$ cat src/rtl/dac_serial_stream.sv
// Multi-channel serial DAC streamer: one sample vector per frame, shifted MSB first
// on shared sclk/cs_n. Define DAC_SERIAL_OFFSET_BIN_EN to convert samples to offset binary.
module dac_serial_stream #(
  parameter int DW        = 16,
  parameter int NCH       = 2,
  parameter int CLK_DIV   = 1,
  parameter int FRAME_CYC = 24
) (
  input  logic              fclk,
  input  logic              reset_n,
  input  logic              en,
  input  logic              s_axis_tvalid,
  output logic              s_axis_tready,
  input  logic [NCH*DW-1:0] s_axis_tdata,
  output logic              sclk,
  output logic [NCH-1:0]    sdi,
  output logic              cs_n,
  output logic              frame_done,
  output logic              underrun
);

  localparam logic [1:0] S_IDLE  = 2'd0;
  localparam logic [1:0] S_LOAD  = 2'd1;
  localparam logic [1:0] S_SHIFT = 2'd2;
  localparam logic [1:0] S_GAP   = 2'd3;

  // GAP starts with the frame_done cycle, so LOAD + SHIFT + GAP spans FRAME_CYC sclk periods.
  localparam int GAP_CYC = (FRAME_CYC - DW) * 2 * CLK_DIV - 1;
  localparam int DIV_W   = (CLK_DIV > 1) ? $clog2(CLK_DIV) : 1;
  localparam int BIT_W   = $clog2(DW);
  localparam int GAP_W   = (GAP_CYC > 1) ? $clog2(GAP_CYC) : 1;

  localparam logic [DIV_W-1:0] DIV_LAST = DIV_W'(CLK_DIV - 1);
  localparam logic [BIT_W-1:0] BIT_LAST = BIT_W'(DW - 1);
  localparam logic [GAP_W-1:0] GAP_LAST = GAP_W'(GAP_CYC - 1);

  logic [1:0]                state_q;
  logic [DIV_W-1:0]          div_q;
  logic [BIT_W-1:0]          bit_q;
  logic [GAP_W-1:0]          gap_q;
  logic [NCH-1:0][DW-1:0]    sh_q;
  logic [NCH-1:0][DW-1:0]    held_q;
  logic [NCH-1:0][DW-1:0]    in_vec;
  logic [NCH-1:0][DW-1:0]    load_vec;
  logic [NCH-1:0][DW-1:0]    sh_next;
  logic [NCH-1:0]            load_msb;
  logic [NCH-1:0]            next_msb;

  assign in_vec = s_axis_tdata;

  // NOTE: every always_comb output gets a default before any branch, so no latch is inferred.
  always_comb begin
    load_vec = held_q;
    if (s_axis_tvalid) begin
      for (int k = 0; k < NCH; k++) begin
        load_vec[k] = in_vec[k];
`ifdef DAC_SERIAL_OFFSET_BIN_EN
        load_vec[k][DW-1] = ~in_vec[k][DW-1];
`endif
      end
    end
  end

  always_comb begin
    sh_next  = '0;
    load_msb = '0;
    next_msb = '0;
    for (int k = 0; k < NCH; k++) begin
      sh_next[k]  = {sh_q[k][DW-2:0], 1'b0};
      load_msb[k] = load_vec[k][DW-1];
      next_msb[k] = sh_q[k][DW-2];
    end
  end

  // Handshake and underrun are pure decodes of the LOAD state, valid in the same cycle.
  assign s_axis_tready = (state_q == S_LOAD);
  assign underrun      = (state_q == S_LOAD) && !s_axis_tvalid;

  // NOTE: sequential state uses non-blocking assignments only; the shift and held registers
  // are small, so they are cleared in reset like the rest of the datapath.
  always_ff @(posedge fclk) begin
    if (!reset_n) begin
      state_q    <= S_IDLE;
      div_q      <= '0;
      bit_q      <= '0;
      gap_q      <= '0;
      sh_q       <= '0;
      held_q     <= '0;
      sclk       <= 1'b0;
      cs_n       <= 1'b1;
      sdi        <= '0;
      frame_done <= 1'b0;
    end else begin
      frame_done <= 1'b0;
      case (state_q)
        S_IDLE: begin
          if (en) state_q <= S_LOAD;
        end
        S_LOAD: begin
          held_q  <= load_vec;
          sh_q    <= load_vec;
          sdi     <= load_msb;
          cs_n    <= 1'b0;
          sclk    <= 1'b0;
          div_q   <= '0;
          bit_q   <= '0;
          state_q <= S_SHIFT;
        end
        S_SHIFT: begin
          if (div_q == DIV_LAST) begin
            div_q <= '0;
            if (!sclk) begin
              sclk <= 1'b1;
            end else if (bit_q == BIT_LAST) begin
              sclk       <= 1'b0;
              cs_n       <= 1'b1;
              sdi        <= '0;
              frame_done <= 1'b1;
              gap_q      <= '0;
              state_q    <= S_GAP;
            end else begin
              // Falling sclk opens the next bit period and moves the data.
              sclk  <= 1'b0;
              bit_q <= bit_q + 1'b1;
              sh_q  <= sh_next;
              sdi   <= next_msb;
            end
          end else begin
            div_q <= div_q + 1'b1;
          end
        end
        S_GAP: begin
          if (gap_q == GAP_LAST) begin
            state_q <= en ? S_LOAD : S_IDLE;
          end else begin
            gap_q <= gap_q + 1'b1;
          end
        end
        default: state_q <= S_IDLE;
      endcase
    end
  end

endmodule

$ cat config.mk
export PLATFORM = sky130hd
export DESIGN_NAME = dac_serial_stream
export DESIGN_NICKNAME = d
export VERILOG_FILES = /design/src/rtl/dac_serial_stream.sv
export SDC_FILE = /design/constraint.sdc
export NUM_CORES = 1
export LEC_CHECK = 0
export BUFFER_PORTS_ARGS = -buffer_cell sky130_fd_sc_hd__buf_2
export CORE_MARGIN = 4
export CORE_UTILIZATION = 63
export CTS_CLUSTER_DIAMETER = 80
export CTS_CLUSTER_SIZE = 10
export DETAILED_ROUTE_END_ITERATION = 16
export PLACE_DENSITY = 0.84
export SLEW_MARGIN = 5
export SYNTH_ARGS = -nofsm -noshare
export SYNTH_HDL_FRONTEND = slang
export SYNTH_SLANG_ARGS = --single-unit
$ cat constraint.sdc
create_clock -name fclk -period 4 [get_ports fclk]
set_input_delay 0.6 -clock fclk [delete_from_list [all_inputs] [get_ports fclk]]
set_output_delay 0.6 -clock fclk [all_outputs]
set_load 0.02 [all_outputs]
==> flow_summary.ini <==
[hold_path]
whs_path_depth = 2
min_to = sh_next[12]$_SDFFE_PN0P_
timing.hold.worst.class = flip-flop to flip-flop
hold_path_startpoint = sh_next[12]$_SDFFE_PN0P_

[global_routing]
grt_first_pass_wirelength_um = 12200
maximum_number_of_pins_on_one_net_before_global_route_repair = 52
grt_overflow = 0
grt.total_usage_pct = 20.3
first_global_vias = 2738
initial_antenna_violation_count = 0

[detailed_routing]
wirelength_met1_um = 3270
dr.max_layer_used = met4
routed-via-count = 2997
post_drt_via_cell_ratio = 5.89
post-route-drc-count = 0
drt_first_pass_iters = 5
detail-route-antenna-nets = 0
routedWlPerCell_um = 14.3
met2_wirelength_um = 3660
detailedRoute.firstIterationViolations = 203
met3_length_um = 251
wl_um = 7300

[clock_tree]
cts_htree_levels = 3
cts.repair_timing.setup_buffer_count = 0
holdBufCountCts = 0
cts_resized = 0
ctsLongestPathBuffers = 2
cts.root.buffer_cell = sky130_fd_sc_hd__clkbuf_8
clock_sinks = 77
cts_tree = yes
insertion_delay_ps = 340
clk_pin_slew_worst_paths_ps = 80
cts_inserted_buffers = 9

[yosys]
post_synth_top_area_share_pct = 40.9
number_of_flops_mapped_to_enable_cells_by_yosys = 0
synthMostInstantiatedCell = sky130_fd_sc_hd__dfxtp_1
ys.flop_type = sky130_fd_sc_hd__dfxtp_1
synth-async-reset-ratio_pct = 0
synth_seq_area_share_pct = 40.9
syn-cell-area_um2 = 3770
syn_avg_cell_area_um2 = 9.13
synth_area_leaders = sky130_fd_sc_hd__dfxtp_1 41%, sky130_fd_sc_hd__mux2i_1 9.8%, sky130_fd_sc_hd__o211a_1 7.7%
ys_warn_count = 0
yosys.area.top_type = sky130_fd_sc_hd__dfxtp_1
postSynthRegisterBits = 77
synth_cell_type_count = 41
postSynthNetCount = 457
synth.cells.most_frequent = 77 x sky130_fd_sc_hd__dfxtp_1, 44 x sky130_fd_sc_hd__nand2_1, 38 x sky130_fd_sc_hd__nand3_1
synthCells = 413

[placed_design]
placed_cells = 494
preCtsSetupSlack_ps = 1680
placement.io_buffers = 42
detailed_place.area_um2 = 3870
place_congestion = 0.816
dp.final_hpwl_um = 4560

[timing]
timing_worst_slew_pin_value_ps = 1020
slew_viol_final = 0
timing.final.ws_setup_ps = 1460
rsz_0062_raised_after_global_routing = no
worst_slew_margin_rel_pct = 31.9
final_sum_of_negative_setup_slack_ps = 0
final.period_utilization_pct = 63.4
period_needed_ps = 2540
clock_skew_after_layout_ps = 12.1
report.final.hold_viol_count = 0
final-setup-viol-count = 0
max_clock_freq_ghz = 0.394

[pwr]
cell_internal_pwr_mw = 1.78
p_clk_share_pct = 21.6
power_density_nw_per_um2 = 716
pwr-share-comb_pct = 38.9
total_leakage_power_nw = 1.88
net_switching_share_of_the_total_power_pct = 38.9
switching_power_mw = 1.14
seq_power_share_pct = 39.5
vdd.ir_drop.worst_mv = 0.464

[floorplanning]
rows = 27
start_util_pct = 66.8
floorplan.die_area_um2 = 7290
pin_count = 43
die-width_um = 85.4
core_area_um2 = 5640
vertical_die_dimension_um = 85.4

[layout]
post_route_cells_drive_above_1_share_pct = 20.6
final-instance-count-excl-fill = 509
layout.cell_area.non_filler_um2 = 4080
antenna-diode-count = 0
areaGrowthSynthToFinish_pct = 8.23
fill_cells = 424
fin_nets = 477

[outcome]
result_of_the_run = finished clean

[worst_setup_path]
crit-reg2reg-launch = state_q[0]$_SDFFE_PN0P_
critical_path_peak_fanout = 44
critical_path_required_ps = 3400
worst_setup_path_start_kind = flip-flop
arrival_ps = 1940
r2r_end = gap_q[2]$_SDFFE_PN0P_
crit_path_end_kind = output pin
r2r.worst_path.cells = 6
r2r_setup_slack_ps = 1650
timing.setup.critical_path_class = flip-flop to output pin

[run]
drv.max_cap_violation_count = 0
## logic make-up (layout without fill, tap and decap cells)
| family | after synthesis | count (layout) | share of synthesized area, % |
|---|---|---|---|
| buffers and inverters | 41 | 65 | 6.54 |
| AO/OA/AOI/OAI | 112 | 112 | 22.2 |
| adder cells (fa/ha/maj) | 8 | 8 | 2.65 |
| flip-flops | 77 | 77 | 40.9 |
| multiplexers | 39 | 39 | 10.4 |
| AND/OR/NAND/NOR | 136 | 136 | 17.4 |
## power groups by stage
stage | clock network [mW] | logic (mW) | registers (mW)
after global routing | 0.673 | 1.27 | 1.18
after detailed placement | 0 | 1.13 | 1.17
after floorplan | 0 | 0.977 | 1.15
after CTS | 0.641 | 1.14 | 1.15
final | 0.632 | 1.14 | 1.15
after global placement | 0 | 1.10 | 1.15
## area by class of cell
cell class | instances | area [µm²] | share of cell area (%)
multi-input combinational | 295 | 1990 | 48.7
sequential | 77 | 1540 | 37.8
timing repair buffer | 45 | 233 | 5.70
clock buffer | 9 | 124 | 3.03
tap | 72 | 90.1 | 2.21
clock inverter | 6 | 86.3 | 2.12
inverter | 5 | 18.8 | 0.460
## metal layers
metal | global-route usage (%) | up-vias
li1 | - | 1519
met1 | 25.0 | 1414
met2 | 34.9 | 53
met3 | 4.08 | 11
met4 | 7.77 | 0
met5 | 0 | -
## critical path, stage by stage (launching register included)
cell and delay, ps:
sky130_fd_sc_hd__dfxtp_1 350, sky130_fd_sc_hd__inv_1 120, sky130_fd_sc_hd__ha_2 720, sky130_fd_sc_hd__nor2b_1 220, sky130_fd_sc_hd__buf_2 190
## registers in the layout, summed over array words and instances, names as in the netlist
register	cells
sclk	1
next_msb	2
gap_q	4
held_q	32
state_q	2
cs_n	1
frame_done	1
sdi	2
sh_next	28
bit_q	4
## stage by stage
stage               util (%)  power [mW]  hold WS (ps)
CTS                     72.3        2.94           474
detailed placement      68.6        2.30           461
global placement        68.6        2.26           447
floorplan                  -        2.13           439
finish                  72.3        2.92           467
global route            72.3        3.13           487
## placed cells by master, fill, tap and decap left out, types with 2 or more instances in the layout
master                      count
sky130_fd_sc_hd__a21oi_1       36
sky130_fd_sc_hd__buf_2         42
sky130_fd_sc_hd__buf_4          3
sky130_fd_sc_hd__bufinv_16      2
sky130_fd_sc_hd__clkbuf_8       9
sky130_fd_sc_hd__clkinv_2       2
sky130_fd_sc_hd__dfxtp_1       77
sky130_fd_sc_hd__ha_1           6
sky130_fd_sc_hd__ha_2           2
sky130_fd_sc_hd__inv_1          5
sky130_fd_sc_hd__mux2_2         2
sky130_fd_sc_hd__mux2i_1       37
sky130_fd_sc_hd__nand2_1       44
sky130_fd_sc_hd__nand3_1       38
sky130_fd_sc_hd__nand3b_1       3
sky130_fd_sc_hd__nand4_1        5
sky130_fd_sc_hd__nand4b_1       2
sky130_fd_sc_hd__nor2_1        30
sky130_fd_sc_hd__nor2b_1        5
sky130_fd_sc_hd__o211a_1       29
sky130_fd_sc_hd__o211ai_1       3
sky130_fd_sc_hd__o21ai_0       14
sky130_fd_sc_hd__o21ai_2       19
sky130_fd_sc_hd__o221ai_1       3
## worst max path at each step
stage / start / to
final: state_q[1]$_SDFFE_PN0P_ / underrun
after CTS: state_q[1]$_SDFFE_PN0P_ / underrun
after global placement: s_axis_tvalid / underrun
after detailed placement: state_q[0]$_SDFFE_PN0P_ / sdi[0]$_SDFFE_PN0P_
after global routing: state_q[1]$_SDFFE_PN0P_ / underrun
after floorplan: state_q[1]$_SDFFE_PN0P_ / underrun
Power figures use the tool's default switching activity.
